<file path="src/rtl/cbus_rr_arbiter.sv">
// cbus_pkg / cbus_rr_arbiter
//
// Purpose: N-to-1 arbiter from the cache/uncached masters onto the single
// memory-side cbus. It supports rotating or fixed priority and can forward
// the winner in the same cycle it is selected. A grant is held from the
// first request beat until oresp.last of the granted master. An optional
// watchdog releases a grant whose slave has stopped answering.
//
// Ports:
//   clk          clock
//   reset        synchronous, active-low
//   ireqs        per-master requests; only .valid is examined
//   iresps       per-master responses; only the granted master sees oresp
//   oreq         request forwarded to the memory side
//   oresp        memory response; .ready and .last drive the FSM
//   busy         a grant is held (BUSY state)
//   grant_idx    current or same-cycle forwarded winner
//   timeout_err  one-cycle pulse when the watchdog releases a grant
//
// state | meaning
// ------+-----------------------------------------------------------
// IDLE  | no grant held; arbitrate (and optionally forward) a winner
// BUSY  | grant held by grant_q until oresp.last or watchdog expiry

package cbus_pkg;
  typedef struct packed {
    logic        valid;
    logic        is_write;
    logic [31:0] addr;
    logic [31:0] wdata;
    logic [3:0]  strb;
  } cbus_req_t;

  typedef struct packed {
    logic        ready;
    logic        last;
    logic [31:0] rdata;
  } cbus_resp_t;
endpackage

module cbus_rr_arbiter
  import cbus_pkg::*;
#(
  parameter int NUM_INPUTS  = 4,
  parameter int ROUND_ROBIN = 1,
  parameter int FAST_GRANT  = 1,
  parameter int TIMEOUT     = 0,
  localparam int IW = (NUM_INPUTS > 1) ? $clog2(NUM_INPUTS) : 1
) (
  input  logic                        clk,
  input  logic                        reset,
  input  cbus_req_t  [NUM_INPUTS-1:0] ireqs,
  output cbus_resp_t [NUM_INPUTS-1:0] iresps,
  output cbus_req_t                   oreq,
  input  cbus_resp_t                  oresp,
  output logic                        busy,
  output logic [IW-1:0]               grant_idx,
  output logic                        timeout_err
);

  localparam int WW = (TIMEOUT > 0) ? $clog2(TIMEOUT + 1) : 1;
  localparam logic [WW-1:0] WDOG_LAST = WW'((TIMEOUT > 0) ? TIMEOUT - 1 : 0);

  typedef enum logic {ST_IDLE, ST_BUSY} state_t;

  state_t          state;
  logic            busy_q;
  logic [IW-1:0]   grant_q;
  logic [IW-1:0]   rr_ptr;
  logic [WW-1:0]   wdog;

  logic            win_valid;
  logic [IW-1:0]   win_idx;
  logic [IW-1:0]   cand;

  logic            beat_last;
  logic            wdog_fire;

  // Candidates are scanned from lowest to highest priority so that the
  // last hit, i.e. the highest-priority valid input, is the one kept.
  always_comb begin
    win_valid = 1'b0;
    win_idx   = '0;
    cand      = '0;
    if (ROUND_ROBIN != 0) begin
      for (int k = NUM_INPUTS; k >= 1; k--) begin
        cand = IW'((int'(rr_ptr) + k) % NUM_INPUTS);
        if (ireqs[cand].valid) begin
          win_valid = 1'b1;
          win_idx   = cand;
        end
      end
    end else begin
      for (int i = NUM_INPUTS - 1; i >= 0; i--) begin
        cand = IW'(i);
        if (ireqs[cand].valid) begin
          win_valid = 1'b1;
          win_idx   = cand;
        end
      end
    end
  end

  assign beat_last = oresp.ready && oresp.last;
  // Release on last takes precedence over the watchdog because the
  // release branch is tested first in the FSM.
  assign wdog_fire = (TIMEOUT > 0) && !oresp.ready && (wdog == WDOG_LAST);

  always_ff @(posedge clk) begin
    if (!reset) begin
      state       <= ST_IDLE;
      busy_q      <= 1'b0;
      grant_q     <= '0;
      rr_ptr      <= IW'(NUM_INPUTS - 1);
      wdog        <= '0;
      timeout_err <= 1'b0;
    end else begin
      timeout_err <= 1'b0;
      case (state)
        ST_IDLE: begin
          wdog <= '0;
          if (win_valid) begin
            grant_q <= win_idx;
            if ((FAST_GRANT != 0) && beat_last) begin
              // Single-beat transfer finished during the pass-through cycle.
              if (ROUND_ROBIN != 0) rr_ptr <= win_idx;
            end else begin
              state  <= ST_BUSY;
              busy_q <= 1'b1;
            end
          end
        end
        ST_BUSY: begin
          if (beat_last) begin
            state  <= ST_IDLE;
            busy_q <= 1'b0;
            wdog   <= '0;
            if (ROUND_ROBIN != 0) rr_ptr <= grant_q;
          end else if (wdog_fire) begin
            state       <= ST_IDLE;
            busy_q      <= 1'b0;
            wdog        <= '0;
            timeout_err <= 1'b1;
            if (ROUND_ROBIN != 0) rr_ptr <= grant_q;
          end else if (oresp.ready) begin
            wdog <= '0;
          end else if (TIMEOUT > 0) begin
            wdog <= wdog + 1'b1;
          end
        end
        default: begin
          state  <= ST_IDLE;
          busy_q <= 1'b0;
        end
      endcase
    end
  end

  // Reset low blanks the bus in the same cycle, abandoning any burst.
  always_comb begin
    oreq      = '0;
    iresps    = '0;
    grant_idx = '0;
    if (reset) begin
      grant_idx = grant_q;
      if (state == ST_BUSY) begin
        oreq            = ireqs[grant_q];
        iresps[grant_q] = oresp;
      end else if ((FAST_GRANT != 0) && win_valid) begin
        oreq            = ireqs[win_idx];
        iresps[win_idx] = oresp;
        grant_idx       = win_idx;
      end
    end
  end

  assign busy = busy_q & reset;

endmodule

</file>
<file path="config.mk">
export PLATFORM = sky130hd
export DESIGN_NAME = cbus_rr_arbiter
export DESIGN_NICKNAME = d
export VERILOG_FILES = /design/src/rtl/cbus_rr_arbiter.sv
export SDC_FILE = /design/constraint.sdc
export NUM_CORES = 1
export LEC_CHECK = 0
export CAP_MARGIN = 25
export CORE_AREA = 4 4 204 206
export CTS_BUF_LIST = sky130_fd_sc_hd__clkbuf_8
export DETAILED_ROUTE_END_ITERATION = 10
export DIE_AREA = 0 0 208 210
export SLEW_MARGIN = 20
export SYNTH_ARGS = -nofsm -noshare
export SYNTH_HDL_FRONTEND = slang
export SYNTH_SLANG_ARGS = --single-unit
</file>
<file path="constraint.sdc">
create_clock -name clk -period 3.1 [get_ports clk]
set_input_delay 0.31 -clock clk [delete_from_list [all_inputs] [get_ports clk]]
set_output_delay 0.31 -clock clk [all_outputs]
set_load 0.05 [all_outputs]
</file>
* After elaboration in Yosys (flattened, before gate mapping)
Index checks and enable logic that the tools add are counted.
** Cells by class
- Add/sub/neg operators :: 4
- Magnitude comparators :: 8
- Eq/ne operators :: 4
- Muxes and demuxes :: 44
- Bitwise operators :: 4
- Reduce and logical (&&, ||, !) cells :: 5
** Operator list (count)
- $bmux W70 S2 :: 6
- $mux W70 :: 9
- $mux W136 :: 3
- $and A136 B136 Y136 :: 2
- $demux W34 S2 :: 2
- $mux W34 :: 2
- $mux W2 :: 10
- $lt A2 B3 Y1 const B :: 6
- $mux W1 :: 9
- $ne A2 B2 Y1 const B :: 3
- $reduce_and A3 Y1 :: 2
- $add A2 B1 Y2 const B :: 2
- $add A2 B2 Y2 const B :: 2
- $ge A2 B1 Y1 const B :: 2
- $pmux W1 S2 :: 2
- $pmux W2 S2 :: 1
- $logic_and A1 B1 Y1 :: 3
- $ne A2 B1 Y1 const B :: 1
- $and A1 B1 Y1 :: 1
- $not A1 Y1 :: 1
** Word-level totals
- Register bits after elaboration :: 6
- Input port bits :: 316
- Output and inout port bits :: 210
- Logic and storage cells :: 73

* Depth between registers and ports, before layout
- Word-level depth :: 15
- Gate-level depth with buffers :: 8
- Gate-level depth less buffers :: 5

* Worst setup path after synthesis
Ideal clock, no wire load.
- Path type :: register to output
- Start point :: register rr_ptr[1]
- End point :: output port iresps[39] in the netlist's numbering
- Data arrival time :: 2.556 ns
- Required time :: 2.790 ns
- Slack :: 0.234 ns
- Stages on the path, launching flop included :: 8
- Path buffers :: 2
- Path through :: dfxtp_1 > buf_2 > and2_1 > nor3b_2 > or3_4 > a32oi_4 > buf_4 > nor3b_1
** RTL lines
- start, declared :: RTL line 69 : logic [IW-1:0] rr_ptr;
- start signal, assigned :: RTL line 114 : rr_ptr <= IW'(NUM_INPUTS - 1);
- start signal, assigned :: RTL line 126 : if (ROUND_ROBIN != 0) rr_ptr <= win_idx;
- start signal, assigned :: RTL line 138 : if (ROUND_ROBIN != 0) rr_ptr <= grant_q;
- end, declared :: RTL line 53 : output cbus_resp_t [NUM_INPUTS-1:0] iresps,

==> impl_metrics.yaml <==
status:
  run_status: "finished clean"
detailed_routing:
  drc: 0
  wl_per_cell_microns: 21.92
  drt_pre_antenna_iters: 5
  route.vias.total: 8023
  detail-route-antenna-nets: 0
  totalWireLength_mm: 36.43
  drt-initial-drc-count: 493
  vias_per_cell: 4.827
worst_setup_path:
  worst-setup-path-type: "in2out"
  path_max_fanout: 37
  timing.rr.start: "rr_ptr[1]"
  cp_data_arrival_time_ns: 2.65
  worst-r2r-setup-slack_ns: 1.13
  r2r_end: "grant_q[1]"
  timing.reg2reg.worst_path_depth: 6
  worst_setup_end_kind: "primary output"
  worst_setup_sp_type: "primary input"
  timing.critical_path.required_ns: 2.79
  crit_path_end: "oreq[23]"
  timing.critical_path.from: "ireqs[139]"
cts:
  clk_path_buf_depth: 2
  clock_sink_count: 6
  cts.reportedPaths.clkPinSlew_ns: 0.04
  clkLatencyLatePin_ns: 0.23
  cts_tree: "built"
  ctsRootBufferMaster: "clkbuf_8"
  cts_buffers: 3
  cts_htree_levels: 1
  cts_hold_buffers: 0
yosys:
  syn_inst: 652
  dominant_combinational_cell_family_by_area_after_synthesis: "multiplexers"
  syn_area_per_cell_sq_um: 8.724
  post_synth_and_or_nand_nor_area_fraction_pct: 23.85
  yosys.area.top_type: "mux4_2"
  yosys-mux-area-fraction_pct: 51.83
  synth_enable_flop_cells: 0
  yosysUniqueCellTypes: 48
  synth_compound_gate_area_share_pct: 14.45
  ys.warnings.count: 0
  synth.yosys.seq_area_share_pct: 2.112
  ys_seq_elements: 6
  post_synth_fa_ha_maj_area_fraction_pct: 0
  synthXorXnorAreaFrac_pct: 0
  synth_ff_type: "dfxtp_1"
  synthTopCellsByArea: "mux4_2 (28%), mux2i_1 (24%), o221ai_1 (10%)"
  netlist_area_sq_um: 5688
  synth.top_cell.area_share_pct: 27.72
  syn-num-nets: 968
  post_synthesis_async_set_or_reset_flop_share_pct: 0
job:
  max_cap_violations: 0
layout:
  drive_above_1_share_pct: 30.08
  final_nets: 1454
  fillCellCount: 4054
  area_of_the_multi_input_gates_sq_um: 5167
  layout.cells.non_filler: 1662
  diodes: 0
  seqCellArea_sq_um: 131.4
  syn_to_final_growth_pct: 127.9
timing:
  hold_viol: 0
  post-route-period-util_pct: 95.59
  grt_setup_unrepaired: "false"
  max_slew_headroom_pct: 64.80
  setup_tns_ns: 0
  worst-slew-pin-transition_ns: 0.5263
  final_critical_delay_including_setup_and_external_delays_ns: 2.963
  timing.final.setup_violations: 0
  final_number_of_max_transition_violations: 0
  clock.fmax_mhz: 337.5
  finClkSkew_ns: 0.002206
grt:
  pin_count_of_the_biggest_net_entering_global_routing: 66
  grt_first_pass_wirelength_mm: 52.78
  antenna_found_initial: 1
  grt-ovfl-total: 0
  first_global_vias: 8414
  global_route.usage.total_pct: 15.09
placement:
  dp_hpwl_mm: 29.87
  port_buffers: 524
  gp_routability_congestion: 0.8604
  placed_cells_incl_taps: 1656
die:
  die-height_microns: 210
  initial_utilization_pct: 14.35
  num_io_pins: 526
  floorplan.die.width_microns: 208
  count_of_standard_cell_rows: 73
  core-area_sq_um: 39640
  die-area_sq_um: 43680
power_and_ir_drop:
  power_leakage_nw: 4.882
  power_density_nw_per_um2: 262.4
  power.ir.vdd_worst_uv: 121.3
min_path:
  timing.hold.worst_path_depth: 2
  worstHoldPathType: "in2reg"
state kept, by name, summed over array words and instances, names as in the netlist:
signal,flops
busy_q,1
grant_q,2
rr_ptr,2
state,1
worst max-delay path, stage by stage:
cell and delay, ns:
clkdlybuf4s50_1 0.52, buf_4 0.20, mux2i_1 0.14, o22a_1 0.20
o21a_1 0.28, nand3_4 0.15, buf_12 0.22, o221ai_1 0.39
buf_12 0.19
cell usage after synthesis (2+ instances only):
library cell / n
buf_4: 19
o21ai_0: 3
dfxtp_1: 6
nor3_1: 14
clkbuf_1: 45
nor2_1: 43
o211ai_1: 2
a22oi_1: 2
nand2_1: 21
nor3b_1: 21
o221ai_1: 68
clkbuf_2: 2
mux2i_1: 137
a21oi_1: 3
and3_1: 45
buf_1: 3
nand2b_1: 3
a31oi_1: 2
and2_1: 25
inv_1: 4
mux4_2: 70
buf_2: 18
nand3_1: 71
placed cells by master, fill, tap and decap left out, types with 3 or more instances in the layout:
cell type	Yosys	final
a21oi_1	3	3
nand2_1	21	21
o221ai_1	68	67
buf_12	0	150
dfxtp_4	0	3
nand3_1	71	70
mux2i_1	137	137
nor3b_1	21	21
nand2b_1	3	3
and3_1	45	45
buf_4	19	102
o21ai_0	3	3
clkdlybuf4s50_1	0	315
clkbuf_8	0	3
inv_1	4	5
nor3_1	14	14
nor2_1	43	43
dfxtp_1	6	3
and2_1	25	25
mux4_2	70	70
stage by stage:
| step | setup slack [ns] | power (W) | utilization [%] | area (sq um) | hold WS, ns |
|---|---|---|---|---|---|
| 2_1_floorplan | 0.2335 | 0.001697 | - | 5688 | 0.4571 |
| 6_report | 0.1368 | 0.003402 | 32.70 | 12960 | 0.5119 |
| 3_3_place_gp | 0.1374 | 0.003245 | 32.48 | 12870 | 0.5295 |
| 3_5_place_dp | 0.07450 | 0.003269 | 32.48 | 12870 | 0.5262 |
| 5_1_grt | 0.01348 | 0.003549 | 32.70 | 12960 | 0.5226 |
| 4_1_cts | 0.06017 | 0.003409 | 32.59 | 12920 | 0.5213 |
where the power goes:
part           internal [W]  total, W  leakage, nW  switching, W
clock             0.0000857  0.000127       0.0269     0.0000413
combinational       0.00154   0.00317         4.80       0.00162
sequential        0.0000835  0.000108       0.0516     0.0000247
total               0.00171   0.00340         4.88       0.00169
layer usage:
layer,GRT usage (%),wire (microns),vias to the layer above
met4,5.300,1400,0
met3,3.259,2541,62
li1,-,-,3610
met1,16.79,13800,3910
met5,0,0,-
met2,28.40,18690,441
layout make-up:
cell class                      count  area share [%]
Tap cell                          525           5.068
Multi-Input combinational cell    555           39.86
Clock buffer                        3          0.3185
Timing Repair Buffer              568           53.59
Clock inverter                      1         0.02896
Sequential cell                     6           1.014
Inverter                            4          0.1158
worst min-delay path by stage:
stage	startpoint	to	slack (ns)
after global placement	busy_q	busy_q	0.53
final	reset	rr_ptr[0]	0.51
after floorplan	busy_q	busy_q	0.46
after global routing	reset	rr_ptr[0]	0.52
after CTS	reset	rr_ptr[0]	0.52
after detailed placement	busy_q	busy_q	0.53
cell families (layout without fill, tap and decap cells):
group,Yosys count,in the layout
compound gates,96,96
buf+inv,91,576
flops,6,6
mux,207,207
other cells,1,1
simple gates,251,251
timing repair:
| action | in CTS | in global routing |
|---|---|---|
| resized for setup | 0 | 2 |
| setup buffers | 0 | 1 |
| endpoints found under the setup margin | 0 | 23 |
Note: power is estimated with default switching activity, not from simulation.
